===== src/rtl/mc_control_fsm.sv =====
`default_nettype none
// ============================================================================
// Module   : mc_control_fsm
// Brief    : Multi-cycle MIPS sequencing controller with a bounded memory wait.
//            Define MC_JUMP_EN to build the JUMP state (opcode 000010).
// Revision : 1.0  initial release
// ============================================================================
module mc_control_fsm #(
    parameter int WAIT_MAX = 15
) (
    input  logic       clk,
    input  logic       rst_n,
    input  logic [5:0] opcode,
    input  logic [5:0] funct,
    input  logic       mem_ready,
    output logic       pc_write,
    output logic       pc_write_cond,
    output logic       i_or_d,
    output logic       mem_read,
    output logic       mem_write,
    output logic       ir_write,
    output logic       mem_to_reg,
    output logic       reg_dst,
    output logic       reg_write,
    output logic       alu_src_a,
    output logic [1:0] alu_src_b,
    output logic [1:0] pc_source,
    output logic [3:0] alu_control,
    output logic       instr_done,
    output logic       illegal_op,
    output logic       mem_timeout,
    output logic [3:0] state_o
);

    localparam int              CNT_W   = $clog2(WAIT_MAX + 1);
    localparam logic [CNT_W-1:0] CNT_MAX = CNT_W'(WAIT_MAX);

    localparam logic [3:0] ALU_ADD = 4'b0010;
    localparam logic [3:0] ALU_SUB = 4'b0110;
    localparam logic [3:0] ALU_AND = 4'b0000;
    localparam logic [3:0] ALU_OR  = 4'b0001;

    localparam logic [5:0] OP_RTYPE = 6'b000000;
    localparam logic [5:0] OP_LW    = 6'b100011;
    localparam logic [5:0] OP_SW    = 6'b101011;
    localparam logic [5:0] OP_BEQ   = 6'b000100;
`ifdef MC_JUMP_EN
    localparam logic [5:0] OP_J     = 6'b000010;
`endif

    localparam logic [5:0] FN_ADD = 6'b100000;
    localparam logic [5:0] FN_SUB = 6'b100010;
    localparam logic [5:0] FN_AND = 6'b100100;
    localparam logic [5:0] FN_OR  = 6'b100101;

    typedef enum logic [3:0] {
        RESET    = 4'd0,
        FETCH    = 4'd1,
        DECODE   = 4'd2,
        MEM_ADDR = 4'd3,
        MEM_RD   = 4'd4,
        MEM_WB   = 4'd5,
        MEM_WR   = 4'd6,
        EXEC_R   = 4'd7,
        R_WB     = 4'd8,
        BRANCH   = 4'd9
`ifdef MC_JUMP_EN
        ,
        JUMP     = 4'd10
`endif
    } state_t;

    state_t            state_q, state_d;
    logic [CNT_W-1:0]  wait_cnt_q, wait_cnt_d;
    logic              in_wait;
    logic              timeout;
    logic              funct_ok;

    assign in_wait  = (state_q == FETCH) || (state_q == MEM_RD) || (state_q == MEM_WR);
    // A ready arriving on the expiry cycle completes normally instead of aborting.
    assign timeout  = in_wait && !mem_ready && (wait_cnt_q == CNT_MAX);
    assign funct_ok = (funct == FN_ADD) || (funct == FN_SUB) ||
                      (funct == FN_AND) || (funct == FN_OR);
    assign state_o  = state_q;

    always_ff @(posedge clk or negedge rst_n) begin
        if (!rst_n) begin
            state_q    <= RESET;
            wait_cnt_q <= '0;
        end else begin
            state_q    <= state_d;
            wait_cnt_q <= wait_cnt_d;
        end
    end

    always_comb begin
        state_d       = state_q;
        pc_write      = 1'b0;
        pc_write_cond = 1'b0;
        i_or_d        = 1'b0;
        mem_read      = 1'b0;
        mem_write     = 1'b0;
        ir_write      = 1'b0;
        mem_to_reg    = 1'b0;
        reg_dst       = 1'b0;
        reg_write     = 1'b0;
        alu_src_a     = 1'b0;
        alu_src_b     = 2'b00;
        pc_source     = 2'b00;
        alu_control   = ALU_ADD;
        instr_done    = 1'b0;
        illegal_op    = 1'b0;
        mem_timeout   = timeout;

        // Staying in a wait state only happens on a not-ready, unexpired cycle.
        wait_cnt_d = (in_wait && !mem_ready && !timeout) ? wait_cnt_q + 1'b1 : '0;

        case (state_q)
            RESET: begin
                alu_control = 4'b0000;
                state_d     = FETCH;
            end
            FETCH: begin
                mem_read  = 1'b1;
                alu_src_b = 2'b01;
                ir_write  = mem_ready;
                pc_write  = mem_ready;
                if (mem_ready) begin
                    state_d = DECODE;
                end
            end
            DECODE: begin
                alu_src_b = 2'b11;
                case (opcode)
                    OP_RTYPE: begin
                        if (funct_ok) begin
                            state_d = EXEC_R;
                        end else begin
                            illegal_op = 1'b1;
                            state_d    = FETCH;
                        end
                    end
                    OP_LW, OP_SW: state_d = MEM_ADDR;
                    OP_BEQ:       state_d = BRANCH;
`ifdef MC_JUMP_EN
                    OP_J:         state_d = JUMP;
`endif
                    default: begin
                        illegal_op = 1'b1;
                        state_d    = FETCH;
                    end
                endcase
            end
            MEM_ADDR: begin
                alu_src_a = 1'b1;
                alu_src_b = 2'b10;
                if (opcode == OP_LW) begin
                    state_d = MEM_RD;
                end else if (opcode == OP_SW) begin
                    state_d = MEM_WR;
                end else begin
                    state_d = FETCH;
                end
            end
            MEM_RD: begin
                mem_read = 1'b1;
                i_or_d   = 1'b1;
                if (mem_ready) begin
                    state_d = MEM_WB;
                end else if (timeout) begin
                    state_d = FETCH;
                end
            end
            MEM_WB: begin
                reg_write  = 1'b1;
                mem_to_reg = 1'b1;
                instr_done = 1'b1;
                state_d    = FETCH;
            end
            MEM_WR: begin
                i_or_d    = 1'b1;
                mem_write = !timeout;
                if (mem_ready) begin
                    instr_done = 1'b1;
                    state_d    = FETCH;
                end else if (timeout) begin
                    state_d = FETCH;
                end
            end
            EXEC_R: begin
                alu_src_a = 1'b1;
                case (funct)
                    FN_SUB:  alu_control = ALU_SUB;
                    FN_AND:  alu_control = ALU_AND;
                    FN_OR:   alu_control = ALU_OR;
                    default: alu_control = ALU_ADD;
                endcase
                state_d = R_WB;
            end
            R_WB: begin
                reg_write  = 1'b1;
                reg_dst    = 1'b1;
                instr_done = 1'b1;
                state_d    = FETCH;
            end
            BRANCH: begin
                alu_src_a     = 1'b1;
                alu_control   = ALU_SUB;
                pc_write_cond = 1'b1;
                pc_source     = 2'b01;
                instr_done    = 1'b1;
                state_d       = FETCH;
            end
`ifdef MC_JUMP_EN
            JUMP: begin
                pc_write   = 1'b1;
                pc_source  = 2'b10;
                instr_done = 1'b1;
                state_d    = FETCH;
            end
`endif
            default: state_d = FETCH;
        endcase
    end

endmodule
`default_nettype wire


===== config.mk =====
export PLATFORM = sky130hd
export DESIGN_NAME = mc_control_fsm
export DESIGN_NICKNAME = d
export VERILOG_FILES = /design/src/rtl/mc_control_fsm.sv
export SDC_FILE = /design/constraint.sdc
export NUM_CORES = 1
export LEC_CHECK = 0
export ABC_AREA = 1
export CAP_MARGIN = 25
export CORE_UTILIZATION = 35
export CTS_CLUSTER_SIZE = 16
export DETAILED_ROUTE_END_ITERATION = 10
export HOLD_SLACK_MARGIN = 0.08
export PLACE_DENSITY_LB_ADDON = 0.25
export SLEW_MARGIN = 20
export SYNTH_ARGS = -nofsm -noshare
export SYNTH_HDL_FRONTEND = slang
export SYNTH_SLANG_ARGS = --single-unit

===== constraint.sdc =====
create_clock -name clk -period 1.2 [get_ports clk]
set_clock_uncertainty 0.05 [all_clocks]
set_input_delay 0.18 -clock clk [delete_from_list [all_inputs] [get_ports clk]]
set_output_delay 0.18 -clock clk [all_outputs]
set_load 0.02 [all_outputs]

# Word-level counts from Yosys, hierarchy flattened
# Index checks and enable logic that the tools add are counted.
[word_totals]
latch_bits = 0
mem_count = 0
reg_bits = 8
ram_bits = 0
mem_bits_ro = 0
input_bits = 15
[op_classes]
eq_ne = 18
n_reduce_logical = 19
mul = 0
n_lt_le_gt_ge = 0
mux = 28
bitwise = 0
shift = 0
n_addsub = 1
div = 0
[op_table]
columns = ["cell", "n"]
rows = [
  ["== test 6 bit (second input constant)", 6],
  ["case mux 4 bit (6 select lines)", 1],
  ["two-way mux 4 bit", 5],
  ["case mux 3 bit (3 select lines)", 2],
  ["== test 4 x 3 -> 1 bit (second input constant)", 4],
  ["two-way mux 1 bit", 13],
  ["== test 4 bit (second input constant)", 3],
  ["case mux 4 bit (3 select lines)", 1],
  ["two-way mux 3 bit", 3],
  ["OR reduction 3 bit", 3],
  ["== test 4 x 2 -> 1 bit (second input constant)", 2],
  ["OR reduction 2 bit", 4],
  ["== test 6 x 3 -> 1 bit (second input constant)", 1],
  ["logical NOT 6 bit", 1],
  ["case mux 2 bit (3 select lines)", 1],
  ["logical OR 1 bit", 5],
  ["adder 4 x 1 -> 4 bit (second input constant)", 1],
  ["== test 4 x 1 -> 1 bit (second input constant)", 1],
  ["logical NOT 4 bit", 1],
  ["case mux 1 bit (2 select lines)", 2],
  ["logical AND 1 bit", 3],
  ["logical NOT 1 bit", 2],
  ["inequality test 2 bit (second input constant)", 1],
]

# Longest topological paths before layout
# Gate-level depths: netlist of the first run.
[depth]
ltp_word = 8
ltp_mapped = 10
ltp_nobuf = 10

# Worst setup path after synthesis of the first run
# Ideal clock, no wire load.
[synth_timing]
path_kind = "reg-to-output"
start = "reg state_q[1], in the netlist state_o[1]"
end = "out instr_done"
path_stages_with_launch = 6
setup_slack_ns = -0.586
arrival_time_ns = 1.556
path_buffers = 0
required_time_ns = 0.970
cell_sequence = "dfrtp_1 -> inv_1 -> nand2_1 -> nor3_1 -> nor2_1 -> nand3_1"
[synth_between]
elab_chain_len = 3
elab_cells_between_ends = 6
[synth_rtl]
columns = ["element", "line_no", "rtl"]
rows = [
  ["start: declaration", "73", "state_t state_q, state_d;"],
  ["start signal: assignment", "91", "state_q <= state_d;"],
  ["== test 4 bit / == test 4 x 3 -> 1 bit (equally long branches)", "118", "case (state_q)"],
  ["OR reduction 3 bit (no line)", "-", ""],
  ["case mux 1 bit (2 select lines) *", "118", ""],
  ["end: declaration", "29", "output logic instr_done,"],
]
# Every way passes the cells marked *; elsewhere a longest branch is shown, timed or not.

# Worst setup path in the final report of the first run
[layout_timing]
start = "reg state_q[2], in the netlist state_o[2]"
end = "out instr_done"
# Same word-level chain as after synthesis.

==> results of run 1 <==
synth_stat cells:
library cell / count
inv_1: 25
o21ai_0: 3
o31ai_1: 1
nand4_1: 3
o21ai_1: 1
nand3_1: 11
nand2_2: 6
inv_2: 2
nor2_4: 2
o22ai_1: 1
nor3_1: 3
xnor2_1: 1
nand2_1: 26
nor3_2: 1
buf_4: 4
nor2_1: 20
xor2_1: 1
ha_1: 1
a21oi_1: 2
conb_1: 1
o211ai_1: 1
dfrtp_1: 8
registers in the layout (all words and copies together), names as in the netlist:
name / count
state_o: 4
wait_cnt_q: 4
what timing repair did:
| action | in CTS | in global routing |
|---|---|---|
| endpoints found under the hold margin | 0 | 0 |
| resized for setup | 176 | 38 |
| endpoints found under the setup margin | 31 | 30 |
| setup buffers | 14 | 8 |
| pin swaps | 23 | 15 |
where the power goes:
| part | internal, mW | switching [mW] |
|---|---|---|
| Sequential | 0.326 | 0.0890 |
| Combinational | 1.14 | 1.26 |
| Clock | 0.130 | 0.158 |
final timing paths:
| check | from | slack [ns] | depth (start not counted) | end |
|---|---|---|---|---|
| max in group asynchronous | rst_n | 0.64 | 1 | state_o[3] |
| worst min-delay path | rst_n | 0.13 | 1 | wait_cnt_q[2] |
| worst min register to register | wait_cnt_q[0] | 0.55 | 2 | wait_cnt_q[0] |
| worst max-delay path | state_o[2] | -0.65 | 6 | instr_done |
| min in group clk | wait_cnt_q[0] | 0.55 | 2 | wait_cnt_q[0] |
| worst max register to register | state_o[2] | -0.43 | 10 | state_o[0] |
critical path: stages (launching register included):
cell     delay, ns
dfrtp_2       0.48
nand2_4       0.17
buf_4         0.14
nor2_2        0.04
nor2_1        0.18
nand3_1       0.15
buf_6         0.16
per-stage QoR:
stage,utilization (%),std cells
finish,95.9,238
global route,95.9,238
CTS,88.2,233
detailed placement,75.4,220
global placement,75.4,220
floorplan,-,125
layout make-up:
cell class / count / area [um2]
fillers: 46 / 81.3
well taps: 27 / 33.8
clock buffers: 4 / 26.3
flip-flops and latches: 8 / 205
repair buffers: 86 / 836
multi-input cells: 86 / 683
inverters: 27 / 116
metal layers:
metal | up-vias | wire [um] | GRT usage (%)
li1 | 558 | - | -
met1 | 635 | 1720 | 40.2
met2 | 140 | 2570 | 57.3
met3 | 53 | 488 | 7.78
met4 | 0 | 454 | 23.9
met5 | - | 0 | 0
cell families (layout without fill, tap and decap cells):
kind of cell | count (synthesis) | after routing | synth area share (%)
simple gates | 72 | 72 | 44.3
buf+inv | 31 | 117 | 17.6
compound gates | 9 | 9 | 6.86
flops | 8 | 8 | 26.8
xor+xnor | 2 | 2 | 2.34
fa+ha+maj | 1 | 1 | 1.67
other cells | 1 | 2 | 0.501
==> flow_summary_export.csv, run 1 <==
group,metric,value,unit
run_status,status,"finished with violations",
run_status,violations,"setup timing",
clocking,clk_pin_slew,0.08,ns
detailed_routing,antenna_left,0,
detailed_routing,drc,0,
sta,rsz0062_at_grt,"yes",
synth,synth_top_area_share,26.8,%
global_route,grt_pass1_vias,1164,
power_and_ir_drop,ir_worst_vdd,1520,uV
layout,final_cell_mix,"36 x buf_4, 33 x buf_6, 14 x nand2_1, 13 x inv_1, 13 x clkdlybuf4s50_1",
critical_path,cp.arrival,1.62,ns
critical_path,start_kind,"flop",
sta,fin_crit_sh,154,%
detailed_routing,drtPass1Iterations,4,
floorplan,io_pins,40,
placed_design,routabilityCongestion,0.836,
sta,fmax,541,MHz
global_route,grt_max_degree,9,
placed_design,port-buffer-count,37,
global_route,antenna_found_initial,0,
clocking,tritoncts,"yes",
critical_path,crit_fanout,6,
synth,synth_top_area_cell,"dfrtp_1",
synth,syn_inst,124,
synth,yosysSeqAreaShare,26.8,%
detailed_routing,wire_per_inst,22.0,um
clocking,cts_sinks,8,
power_and_ir_drop,p_per_area,1640,mW/mm2
placed_design,place_area,0.00149,mm2
critical_path,crit_type,"flop to primary output",
placed_design,dp_hpwl,1810,um
floorplan,die_area,0.00233,mm2
global_route,grt_overflow,0,
clocking,cts_buffers,3,
floorplan,num_rows,16,
global_route,grt_pass1_wl,5510,um
detailed_routing,drt_iter0_drc,100,
sta,holdWs,0.135,ns
placed_design,post-place-ws,-0.810,ns
layout,syn2layout_area_growth,154,%
layout,drive_gt1_share,66.4,%
synth,ys_top_cells_by_area,"dfrtp_1 27%, nand2_1 13%, inv_1 13%",
sta,setup_slack,-0.650,ns
layout,mostFrequentLayoutCell,"buf_4",
clocking,cts_buffer_depth,2,
clocking,root_buffer,"clkbuf_4",
floorplan,dieWidth,48.2,um
clocking,h-tree-depth,1,
floorplan,core_area,0.00198,mm2
sta,finalCriticalPeriod,1.85,ns
layout,layout.nets,228,
floorplan,initial_core_util,37.8,%
synth,synth_seq_cells,8,
detailed_routing,wl,5230,um
synth,avgSynthCellArea,6.03,um2
power_and_ir_drop,p_leak,0.973,nW
floorplan,die_y,48.2,um
sta,hold_viol_final,0,
synth,synthesis.area,748,um2
layout,design_area,0.00190,mm2
clocking,cts_hold_buf,0,
hold_path,hp-class,"input pin to async pin",
sta,slew_violations,0,
clocking,clk_latency,0.29,ns
global_route,grt.total_usage,34.9,%
run,maxCapViolations,0,
critical_path,crit_required,0.97,ns
synth,ys_types,22,
detailed_routing,vias_per_cell,5.82,
detailed_routing,vias,1386,
synth,yosysWarnings,0,
sta,setup_viol,31,
sta,setup_tns,-12.50,ns
power_and_ir_drop,power,3.11,mW
layout,diodes,0,
critical_path,crit_path_end_kind,"primary output",
No activity file was read; power rests on OpenSTA's default activity.
==> run 2: changes to the inputs <==
--- a/config.mk
+++ b/config.mk
@@ -11,8 +11,8 @@
 export CTS_CLUSTER_SIZE = 16
 export DETAILED_ROUTE_END_ITERATION = 10
 export HOLD_SLACK_MARGIN = 0.08
-export PLACE_DENSITY_LB_ADDON = 0.25
-export SLEW_MARGIN = 20
+export PLACE_DENSITY_LB_ADDON = 0.15
+export SLEW_MARGIN = 5
 export SYNTH_ARGS = -nofsm -noshare
 export SYNTH_HDL_FRONTEND = slang
 export SYNTH_SLANG_ARGS = --single-unit
==> run 2 against run 1 <==
Against the previous run: the run now fails in 5_1_grt; synthesized cell count unchanged; synthesized area unchanged.
==> flow_summary_export.csv, run 2 <==
group,metric,value,unit
run_status,status,"did not finish",
run_status,haltStage,"5_1_grt",
run_status,error,"[ERROR DPL-0038] Utilization greater than 100%, impossible to legalize",
floorplan,num_rows,16,
synth,ys_top_cells_by_area,"dfrtp_1 27%, nand2_1 13%, inv_1 13%",
sta,endpoint_type,"primary output",
clocking,h-tree-depth,1,
synth,synthesis.area,748,um2
synth,netlist_top_cells_count,"26 x nand2_1, 25 x inv_1, 20 x nor2_1",
synth,synth_seq_cells,8,
clocking,cts_hold_buf,0,
floorplan,io_pins,40,
sta,grt_worst_setup_endpoint,"alu_control[1]",
clocking,cts_buffers,3,
synth,synth_top_area_share,26.8,%
synth,yosysSeqAreaShare,26.8,%
synth,ys_types,22,
synth,ys_async_sr_fraction,100,%
clocking,cts_sinks,8,
synth,avgSynthCellArea,6.03,um2
synth,yosysWarnings,0,
synth,synth_top_area_cell,"dfrtp_1",
placed_design,post-place-ws,-0.808,ns
placed_design,routabilityCongestion,0.803,
placed_design,dp_hpwl,2040,um
synth,synth_edf_count,0,
clocking,cts_buffer_depth,2,
synth,syn_inst,124,
floorplan,die_y,48.2,um
floorplan,initial_core_util,37.8,%
synth,ys_dominant_reg_cell,"dfrtp_1",
floorplan,dieWidth,48.2,um
placed_design,port-buffer-count,37,
placed_design,place_area,0.00149,mm2
global_route,grt_max_degree,9,
clocking,root_buffer,"clkbuf_4",
synth,yosysMostFrequentCell,"nand2_1",
run 2: through the flow:
stage	setup TNS [ns]	cells
CTS	-9.01	235
detailed placement	-13.93	219
global placement	-13.16	219
floorplan	-3.72	125
run 2: kinds of logic after synthesis:
family,Yosys count,synth area share [%]
DFF,8,26.8
adders and majority gates,1,1.67
and+or+nand+nor,72,44.3
xor gates and xnor gates,2,2.34
buffers and inverters,31,17.6
AOI/OAI and AO/OA,9,6.86
other,1,0.501
run 2: timing repair:
item	CTS
gates cloned	0
pin swaps	17
setup endpoints to repair	31
gates resized for setup	174
setup buffers	16
==> run 3: changes to the inputs <==
--- a/config.mk
+++ b/config.mk
@@ -7,10 +7,9 @@
 export LEC_CHECK = 0
 export ABC_AREA = 1
 export CAP_MARGIN = 25
-export CORE_UTILIZATION = 35
-export CTS_CLUSTER_SIZE = 16
+export CORE_AREA = 2 2 63 65
 export DETAILED_ROUTE_END_ITERATION = 10
-export HOLD_SLACK_MARGIN = 0.08
+export DIE_AREA = 0 0 65 67
 export PLACE_DENSITY_LB_ADDON = 0.15
 export SLEW_MARGIN = 5
 export SYNTH_ARGS = -nofsm -noshare
==> constraint.sdc (replaced) <==
create_clock -name clk -period 1.6 [get_ports clk]
set_clock_uncertainty 0.05 [all_clocks]
set_input_delay 0.24 -clock clk [delete_from_list [all_inputs] [get_ports clk]]
set_output_delay 0.24 -clock clk [all_outputs]
set_load 0.02 [all_outputs]
==> run 3 against run 2 <==
Against the previous run: the flow now finishes, with violations (setup timing).
==> flow_summary_export.csv, run 3 (synthesized netlist as in run 1, its figures left out) <==
group,metric,value,unit
sta,setup_slack,-0.163,ns
global_route,globalRouteMet1Util,14.5,%
power_and_ir_drop,ir_worst_vdd,356,uV
power_and_ir_drop,power_frac_clock,12.4,%
floorplan,num_rows,22,
run_status,status,"finished with violations",
run,maxCapViolations,0,
power_and_ir_drop,p_leak,1.06,nW
critical_path,start_kind,"flop",
global_route,antenna_found_initial,0,
critical_path,crit_buf_inv,3,
clocking,cts_hold_buf,0,
sta,setup_viol,10,
placed_design,routabilityCongestion,0.794,
critical_path,crit_path_end_kind,"primary output",
power_and_ir_drop,p_per_area,1080,mW/mm2
clocking,cts_buffers,3,
placed_design,dp_cells,244,
layout,drive_gt1_share,63.7,%
floorplan,io_pins,40,
sta,fmax,567,MHz
global_route,grt.total_usage,12.6,%
power_and_ir_drop,switching_share,41.4,%
layout,final_cell_mix,"58 x buf_4, 24 x buf_6, 18 x nand2_1, 13 x inv_1, 12 x inv_2",
detailed_routing,drc,0,
global_route,grt-busiest-layer,"met2",
critical_path,path_cells,"buf_6 > nor3_4 > inv_2 > o211ai_1 > nand3_2 > buf_6",
floorplan,die_y,67,um
clocking,root_buffer,"clkbuf_8",
layout,syn2layout_area_growth,152,%
detailed_routing,drt_iter0_drc,23,
detailed_routing,vias_per_cell,4.08,
sta,hold_viol_final,0,
placed_design,port-buffer-count,37,
power_and_ir_drop,pwr-share-comb,72.4,%
sta,finalCriticalPeriod,1.76,ns
power_and_ir_drop,p_seq_share,15.2,%
layout,mostFrequentLayoutCell,"buf_4",
clocking,cts_buffer_depth,2,
power_and_ir_drop,p_int,1.19,mW
global_route,grt_pass1_wl,4330,um
clocking,tritoncts,"yes",
clocking,h-tree-depth,1,
layout,multiInputGateArea,597,um2
critical_path,crit_type,"flop to primary output",
power_and_ir_drop,p_sw,0.843,mW
critical_path,crit_fanout,5,
global_route,grt_max_degree,9,
layout,fin_cells,271,
hold_path,hp-class,"input pin to async pin",
floorplan,core_area,0.00361,mm2
detailed_routing,drtPass1Iterations,4,
sta,slew_violations,0,
global_route,grt_pass1_vias,1035,
global_route,grt_overflow,0,
critical_path,max_stage_delay,0.45,ns
sta,rsz0062_at_grt,"yes",
detailed_routing,wire_per_inst,10.6,um
critical_path,critPathMostFrequentCell,"buf_6",
critical_path,crit_required,1.31,ns
critical_path,cp_top_family,"flip-flops",
floorplan,dieWidth,65,um
clocking,clk_pin_slew,0.04,ns
clocking,cts_sinks,8,
floorplan,initial_core_util,20.7,%
sta,fin_crit_sh,110,%
critical_path,r2r_setup_slack,0.03,ns
detailed_routing,wl,2860,um
run_status,violations,"setup timing",
placed_design,dp_hpwl,2100,um
power_and_ir_drop,power,2.04,mW
floorplan,die_area,0.00436,mm2
detailed_routing,antenna_left,0,
critical_path,cp_slowest_cell,"dfrtp_2",
detailed_routing,vias,1107,
layout,diodes,0,
layout,layout.nets,240,
layout,seqCellArea,204,um2
global_route,grtUsageMet3,1.18,%
layout,fill_cells,356,
clocking,clk_latency,0.22,ns
critical_path,cp.arrival,1.47,ns
global_route,met2_usage,24.6,%
## run 3: path summary, 6_finish.rpt
kind / startpoint / to / cells after the start
worst max-delay path: state_o[2] / alu_control[1] / 6
worst min-delay path: rst_n / state_o[3] / 1
worst max register to register: state_o[3] / state_o[2] / 12
worst min register to register: wait_cnt_q[0] / wait_cnt_q[0] / 2
max in group asynchronous: rst_n / state_o[1] / 1
min in group clk: opcode[2] / state_o[3] / 4
## run 3: metrics by stage
step                      hold WS (ns)  utilization (%)  TNS [ns]  cell area (um2)  setup slack, ns
final                            0.243             52.2    -0.992             1880           -0.163
after CTS                        0.261             45.9    -0.880             1650           -0.163
after global routing             0.271             52.2     -1.74             1880           -0.215
after global placement           0.463             40.9     -5.53             1470           -0.466
after detailed placement         0.480             40.9     -5.62             1470           -0.481
after floorplan                 -0.106                -    -0.120              788          -0.0566
## run 3: power by group through the flow
stage / sequential [mW] / clock (mW) / combinational [mW]
finish: 0.310 / 0.252 / 1.47
global route: 0.313 / 0.271 / 1.56
CTS: 0.301 / 0.258 / 1.16
detailed placement: 0.300 / 0 / 1.09
global placement: 0.298 / 0 / 1.09
floorplan: 0.327 / 0 / 0.477
## run 3: what timing repair did
item,in CTS,in global routing
pin swaps,10,15
gates resized for setup,136,51
setup endpoints to repair,23,19
setup buffers,12,13
## run 3: final cells by class
cell class | count | area share [%]
multi-input cells | 86 | 31.7
inverters | 27 | 5.65
well taps | 48 | 3.19
clock buffers | 4 | 2.39
flip-flops and latches | 8 | 10.8
repair buffers | 98 | 46.2
## run 3: metal layers
metal  vias to the layer above  routed length [um]  part of all wire (%)
li1                        575                   -                     -
met1                       513                1210                    42
met2                        19                1560                    55
met3                         0                  90                   3.1
met4                         0                   0                     0
met5                         -                   0                     0
==> run 4: changes to the inputs <==
--- a/config.mk
+++ b/config.mk
@@ -11,6 +11,7 @@
 export DETAILED_ROUTE_END_ITERATION = 10
 export DIE_AREA = 0 0 65 67
 export PLACE_DENSITY_LB_ADDON = 0.15
+export RECOVER_POWER = 50
 export SLEW_MARGIN = 5
 export SYNTH_ARGS = -nofsm -noshare
 export SYNTH_HDL_FRONTEND = slang
==> run 4 against run 3 <==
Against the previous run: the run still ends with setup timing left; power about the same; count of clock-buffer cells in the layout unchanged; wire length is the same; utilization unchanged; via count is the same; sequential power about the same; cell count did not move; critical path type unchanged; largest cell class unchanged; highest routed layer unchanged.
==> flow_summary_export.csv, run 4 (synthesized netlist as in run 1, its figures left out) <==
group,metric,value,unit
detailed_routing,drc,0,
sta,hold_viol_final,0,
sta,slew_violations,0,
power_and_ir_drop,ir_worst_vdd,356,uV
layout,design_area,0.00188,mm2
power_and_ir_drop,p_seq_share,15.2,%
floorplan,core_area,0.00361,mm2
run_status,status,"finished with violations",
detailed_routing,vias,1107,
clocking,cts_hold_buf,0,
critical_path,cp.arrival,1.47,ns
critical_path,regToRegEndpoint,"state_o[2]",
critical_path,cp_slowest_cell,"dfrtp_2",
critical_path,r2r_setup_slack,0.03,ns
global_route,grt_overflow,0,
critical_path,crit_buf_inv,3,
detailed_routing,wire_per_inst,10.6,um
clocking,tritoncts,"yes",
detailed_routing,drt_iter0_drc,23,
clocking,cts_buffers,3,
detailed_routing,vias_per_cell,4.08,
clocking,clk_latency,0.22,ns
power_and_ir_drop,p_leak,1.06,nW
layout,layout.nets,240,
global_route,grt_pass1_vias,1035,
sta,fin_crit_sh,110,%
layout,final_cell_mix,"58 x buf_4, 24 x buf_6, 18 x nand2_1, 13 x inv_1, 12 x inv_2",
detailed_routing,drtPass1Iterations,4,
critical_path,crit_path_start,"state_o[2]",
layout,diodes,0,
sta,rsz0062_at_grt,"yes",
critical_path,start_kind,"flop",
sta,setup_viol,10,
placed_design,dp_hpwl,2100,um
critical_path,crit_path_end_kind,"primary output",
critical_path,cp_top_family,"flip-flops",
placed_design,dp_cells,244,
floorplan,io_pins,40,
hold_path,hp-class,"input pin to async pin",
power_and_ir_drop,p_sw,0.843,mW
clocking,clk_pin_slew,0.04,ns
critical_path,critPathMostFrequentCell,"buf_6",
layout,fill_cells,356,
critical_path,path_cells,"buf_6 > nor3_4 > inv_2 > o211ai_1 > nand3_2 > buf_6",
power_and_ir_drop,p_per_area,1080,mW/mm2
floorplan,num_rows,22,
placed_design,place_area,0.00147,mm2
layout,drive_gt1_share,63.7,%
run,maxCapViolations,0,
critical_path,worst-r2r-cell-count,12,
global_route,grt_pass1_wl,4330,um
power_and_ir_drop,power_frac_clock,12.4,%
detailed_routing,antenna_left,0,
floorplan,initial_core_util,20.7,%
layout,syn2layout_area_growth,152,%
clocking,cts_buffer_depth,2,
sta,fmax,567,MHz
floorplan,die_y,67,um
layout,seqCellArea,204,um2
power_and_ir_drop,p_int,1.19,mW
floorplan,dieWidth,65,um
sta,finalCriticalPeriod,1.76,ns
sta,setup_slack,-0.163,ns
layout,mostFrequentLayoutCell,"buf_4",
clocking,root_buffer,"clkbuf_8",
critical_path,worst-path-stages,6,
clocking,h-tree-depth,1,
layout,fin_cells,271,
floorplan,die_area,0.00436,mm2
placed_design,routabilityCongestion,0.794,
global_route,grt_max_degree,9,
clocking,cts_sinks,8,
power_and_ir_drop,switching_share,41.4,%
critical_path,r2r_start,"state_o[3]",
critical_path,crit_fanout,5,
critical_path,worstSetupEndpoint,"alu_control[1]",
global_route,grt.total_usage,12.6,%
critical_path,crit_type,"flop to primary output",
layout,multiInputGateArea,597,um2
run_status,violations,"setup timing",
critical_path,max_stage_delay,0.45,ns
critical_path,crit_required,1.31,ns
global_route,antenna_found_initial,0,
power_and_ir_drop,pwr-share-comb,72.4,%
placed_design,port-buffer-count,37,
detailed_routing,wl,2860,um
run 4: changes by cell type in the layout (fill, tap and decap cells not counted), sizes merged:
cell	delta
clkdlybuf4s50	-1
dlygate4sd3	+1
run 4: metal layers:
metal,up-vias,wire [um],global-route usage [%]
met4,0,0,3.19
met5,-,0,0
met3,0,90,1.18
met1,513,1210,14.5
met2,19,1560,24.6
li1,575,-,-
run 4: worst min-delay path by stage:
stage               cells past startpoint  slack, ns     startpoint             to
detailed placement                      2       0.48  wait_cnt_q[0]  wait_cnt_q[0]
global placement                        2       0.46  wait_cnt_q[0]  wait_cnt_q[0]
global route                            1       0.34          rst_n     state_o[3]
floorplan                               0      -0.11          rst_n     state_o[0]
CTS                                     1       0.26          rst_n     state_o[3]
finish                                  1       0.31          rst_n     state_o[3]
run 4: through the flow:
stage / utilization [%] / power (mW) / setup WS [ns] / hold WS, ns / setup TNS [ns]
after floorplan: - / 0.804 / -0.0566 / -0.106 / -0.120
after global placement: 40.9 / 1.39 / -0.466 / 0.463 / -5.53
after detailed placement: 40.9 / 1.39 / -0.481 / 0.480 / -5.62
after CTS: 45.9 / 1.72 / -0.163 / 0.261 / -0.880
after global routing: 52.2 / 2.14 / -0.215 / 0.341 / -1.74
final: 52.2 / 2.04 / -0.163 / 0.314 / -0.992
run 4: layout make-up:
cell class                 count  share of cell area (%)
timing repair buffer          98                    46.2
multi-input combinational     86                    31.7
clock buffer                   4                    2.39
inverter                      27                    5.65
sequential                     8                    10.8
tap                           48                    3.19
run 4: power groups by stage:
stage          Combinational [mW]  Sequential (mW)  Clock [mW]
2_1_floorplan               0.477            0.327           0
3_3_place_gp                 1.09            0.298           0
3_5_place_dp                 1.09            0.300           0
4_1_cts                      1.16            0.301       0.258
5_1_grt                      1.56            0.313       0.271
6_report                     1.47            0.310       0.252
run 4: repair_timing:
| action | in CTS | in global routing |
|---|---|---|
| resized for setup | 136 | 51 |
| buffers inserted | 12 | 13 |
| endpoints found under the setup margin | 23 | 19 |
| pin swaps | 10 | 15 |
| endpoints found under the hold margin | 0 | 0 |
run 4: worst register-to-register path, stage by stage (launching register included):
cell	delay (ns)
dfrtp_1	0.40
inv_2	0.13
nand2_4	0.08
nor2_4	0.12
nand2_2	0.08
nand2_2	0.09
nand2_2	0.08
buf_4	0.13
buf_4	0.12
nand2_1	0.04
nand2_1	0.04
nand2_1	0.06
nand2_1	0.05
